## config.mk

```make
export PLATFORM = sky130hd
export DESIGN_NAME = strange_device_top
export DESIGN_NICKNAME = d
export VERILOG_FILES = /design/src/rtl/strange_device_top.sv
export SDC_FILE = /design/constraint.sdc
export NUM_CORES = 1
export LEC_CHECK = 0
export BUFFER_PORTS_ARGS = -buffer_cell sky130_fd_sc_hd__buf_2
export CORE_ASPECT_RATIO = 0.9
export CORE_UTILIZATION = 60
export CTS_BUF_LIST = sky130_fd_sc_hd__clkbuf_8
export CTS_CLUSTER_SIZE = 12
export DETAILED_ROUTE_END_ITERATION = 8
export PLACE_DENSITY = 0.82
export SLEW_MARGIN = 20
export SYNTH_ARGS = -nofsm -noshare
export SYNTH_HDL_FRONTEND = slang
export SYNTH_SLANG_ARGS = --single-unit
```

## constraint.sdc

```tcl
create_clock -name clk -period 5.4 [get_ports clk]
set_input_delay 0.27 -clock clk [delete_from_list [all_inputs] [get_ports clk]]
set_output_delay 0.27 -clock clk [all_outputs]
set_load 0.02 [all_outputs]
```

## src/rtl/strange_device_top.sv

```systemverilog
// strange_device_top: four-channel digit store with per-channel slot display and edge-detected buttons.
// Next state is formed combinationally so the registered display reflects an event on the same edge.
module strange_device_top (
   input  logic        clk,
   input  logic        rst,
   input  logic [1:0]  device_choice,
   input  logic [6:0]  digit_choice,
   input  logic        digit_load,
   input  logic        digit_change,
   input  logic        mode_change,
   output logic [31:0] displays_flattened,
   output logic        digit_load_indicator
);
   logic [6:0]  r_mem   [4][4];
   logic [3:0]  r_valid [4];
   logic [1:0]  r_wptr  [4];
   logic [1:0]  r_rptr  [4];
   logic        r_mode, r_prev_load, r_prev_change, r_prev_mode;
   logic [6:0]  w_mem   [4][4];
   logic [3:0]  w_valid [4];
   logic [1:0]  w_wptr  [4];
   logic [1:0]  w_rptr  [4];
   logic [1:0]  w_slot;
   logic [31:0] w_disp;
   logic        w_mode, w_load_ev, w_change_ev, w_mode_ev;

   assign w_load_ev   = digit_load & ~r_prev_load;
   assign w_change_ev = digit_change & ~r_prev_change;
   assign w_mode_ev   = mode_change & ~r_prev_mode;

   // Load uses the pre-toggle mode and the pre-advance rptr
   always_comb begin
      w_mem   = r_mem;
      w_valid = r_valid;
      w_wptr  = r_wptr;
      w_rptr  = r_rptr;
      w_mode  = r_mode ^ w_mode_ev;
      w_slot  = r_mode ? r_rptr[device_choice] : r_wptr[device_choice];
      w_disp  = '0;
      if (w_load_ev) begin
         w_mem[device_choice][w_slot]   = digit_choice;
         w_valid[device_choice][w_slot] = 1'b1;
         if (!r_mode) w_wptr[device_choice] = r_wptr[device_choice] + 2'd1;
      end
      if (w_change_ev) w_rptr[device_choice] = r_rptr[device_choice] + 2'd1;
      for (int k = 0; k < 4; k++)
         w_disp[8*k +: 8] = {w_valid[k][w_rptr[k]], w_valid[k][w_rptr[k]] ? w_mem[k][w_rptr[k]] : 7'd0};
   end

   always_ff @(posedge clk) begin
      if (rst) begin
         r_mem                <= '{default: '0};
         r_valid              <= '{default: '0};
         r_wptr               <= '{default: '0};
         r_rptr               <= '{default: '0};
         r_mode               <= 1'b0;
         r_prev_load          <= 1'b0;
         r_prev_change        <= 1'b0;
         r_prev_mode          <= 1'b0;
         displays_flattened   <= '0;
         digit_load_indicator <= 1'b0;
      end else begin
         r_mem                <= w_mem;
         r_valid              <= w_valid;
         r_wptr               <= w_wptr;
         r_rptr               <= w_rptr;
         r_mode               <= w_mode;
         r_prev_load          <= digit_load;
         r_prev_change        <= digit_change;
         r_prev_mode          <= mode_change;
         displays_flattened   <= w_disp;
         digit_load_indicator <= w_load_ev;
      end
   end
endmodule

```

==> metrics.txt <==
layout cell share with drive strength beyond 1=13.65%; status=completed; Final period util=57.06%; global route overflow=0; MaxCap Viol Count=0; vias in the first global route=5922; pwr dens=301.4 nW/um^2; row cnt=39; hold buffer count at CTS=0; Die Footprint=13750 sq um; Post-synth EDFFs=0; Layout Area Growth over Synthesis=8.212%; Slew Limit Fails=0; RSZ-0062 raised after global routing=no; initial antenna violation count=1; Setup Slack @ Placement=2279 ps; clk_skew=14.69 ps; # H-tree levels=4; Hold Path Class=in -> reg; Setup TNS Final=0 ps; drc violations=0; routability congestion estimate=0.8244; final wirelength=18360 um; Peak supply drop=225.7 uV; Root Buffer=clkbuf_8; Iteration-0 DRC Markers=575; crit path launch type=register; Util after Layout=67.19%; first-pass GRT wire length=30390 um; f_max=0.3246 GHz; via count=6358; Hold Fails Final Rpt=0; Mean Syn Cell Area=9.181 sq um; normalized max-slew margin=28.85%; Post-synth top flop=dfxtp_1; crit end category=register; area leader, netlist=dfxtp_1; Via density=6.004; DPL Wire Length=11370 um; worst reg2reg setup slack=2320 ps; DR WL/cell=17.33 um; final hold slack=22.46 ps; Final Critical Period=3081 ps; Filler cells=1077; Port Buf Inserts=46; gr usage total=28.48%; io pins=47; final std cells w/o fill=1059; Leakage Power=3.349 nW; Floorplan Core Area=12830 sq um; post-synthesis async set-or-reset flop share=0%; Crit path required time=5800 ps; Finish-stage setup viols=0; synthesized flop and latch total=181; CP Max Fanout=21; min-delay src=mode_change; Die X=123.5 um; net count after synthesis=882; Syn Inst Count=868; CTS resizes=0; CP Class=reg -> reg; DRT antenna net count=0; Worst Setup SP=r_mode; Starting Density=62.09%; Pre-antenna DRT Iters=5; Clock transition at path regs=90 ps; clock buffer depth=2; share of the synthesized area in the top cell type=45.47%; Synth area leaders=dfxtp_1 (45%), mux2i_1 (13%), nor2_1 (7.3%), nand2_1 (3.0%), a21oi_1 (2.8%); top cells by count, synth=dfxtp_1 (181), nor2_1 (155), mux2i_1 (104); largest net degree at the start of global routing=84; final setup margin=2319 ps; Worst Tran Pin Value=1065 ps; most frequent cell after synthesis=dfxtp_1; Yosys cell types=73; synthesized area=7969 sq um; number of clock sinks=181; worst r2r src=r_mode; clk_lat worst skew=480 ps; Synth warnings=0; Seq/Total Area, Yosys=45.47%; CTS tree=yes; postcts setup bufs=0; Post-Place Cells=1026; die height=111.3 um; Arr. time, crit path=3480 ps; CTS Buf Count=17; Layout Nets=895
[critical path, stage by stage, from the launching register on]
cell      delay, ps
dfxtp_1         790
nor4bb_1        290
a31oi_1         130
a21oi_2         840
mux2i_1         440
nand2b_1        280
a211oi_1        230
[layout by cell type, fill, tap and decap left out, types with 5 or more instances in the layout]
cell type  count
nor3b_1        6
o22ai_1        8
o21ai_1        7
xnor2_1        9
nand2b_1       7
nor2_1       155
inv_1         10
buf_2         45
nor3_1        20
or3_1          7
nand2_1       64
o2111a_1       7
clkbuf_8      18
nor2b_1       19
nand3_1        7
o32ai_1        5
buf_4         10
a221o_1        6
a31oi_1        7
mux2_2         5
nor4_1         8
dfxtp_1      181
o21ai_0       29
mux2i_1      104
a21oi_1       45
a2bb2oi_1     14
o221a_2        7
o32a_1         5
[cell type report]
class / count / area, sq um / area share (%)
Sequential cell: 181 / 3623 / 42.02
Tap cell: 164 / 205.2 / 2.380
Timing Repair Buffer: 55 / 300.3 / 3.482
Clock buffer: 18 / 247.7 / 2.873
Antenna cell: 1 / 2.502 / 0.02902
Inverter: 10 / 37.54 / 0.4353
Multi-Input combinational cell: 616 / 4033 / 46.76
Clock inverter: 14 / 173.9 / 2.017
[flip-flops by register name (all words and copies together), names as in the netlist]
register / count
digit_load_indicator: 1
r_prev_load: 1
r_rptr: 8
r_wptr: 8
displays_flattened: 32
r_valid: 16
r_mem: 112
r_mode: 1
r_prev_mode: 1
r_prev_change: 1
[cells by family after synthesis]
kind of cell / count (synthesis) / synth area share [%]
buffers and inverters: 71 / 3.925
AO/OA/AOI/OAI: 173 / 15.69
XOR/XNOR: 14 / 1.633
AND/OR/NAND/NOR: 317 / 18.67
flip-flops: 181 / 45.47
multiplexers: 112 / 14.62
[metrics by stage]
stage	instance area, sq um	total power, mW
after CTS	8621	2.605
after global placement	8199	1.647
after floorplan	7969	1.588
after global routing	8623	2.700
after detailed placement	8199	1.651
final	8623	2.599
[routing by layer]
| layer | wire length [um] | vias to the layer above | global-route usage (%) | part of all wire, % |
|---|---|---|---|---|
| met5 | 0 | - | 0 | 0 |
| met2 | 8274 | 194 | 42.42 | 45 |
| met1 | 8583 | 3031 | 40.74 | 47 |
| met4 | 416 | 0 | 11.08 | 2.3 |
| met3 | 1081 | 29 | 5.225 | 5.9 |
| li1 | - | 3104 | - | - |
[worst paths after layout]
| kind | to | cells past startpoint |
|---|---|---|
| worst max-delay path | displays_flattened[14] | 6 |
| worst min register to register | r_valid[0] | 2 |
| worst max register to register | displays_flattened[14] | 6 |
| worst min-delay path | r_prev_mode | 2 |
[report_power, final]
| part | switching (mW) | internal, mW |
|---|---|---|
| combinational | 0.168 | 0.0857 |
| sequential | 0.0175 | 1.36 |
| clock | 0.499 | 0.474 |
(Power assumes the default switching activity.)
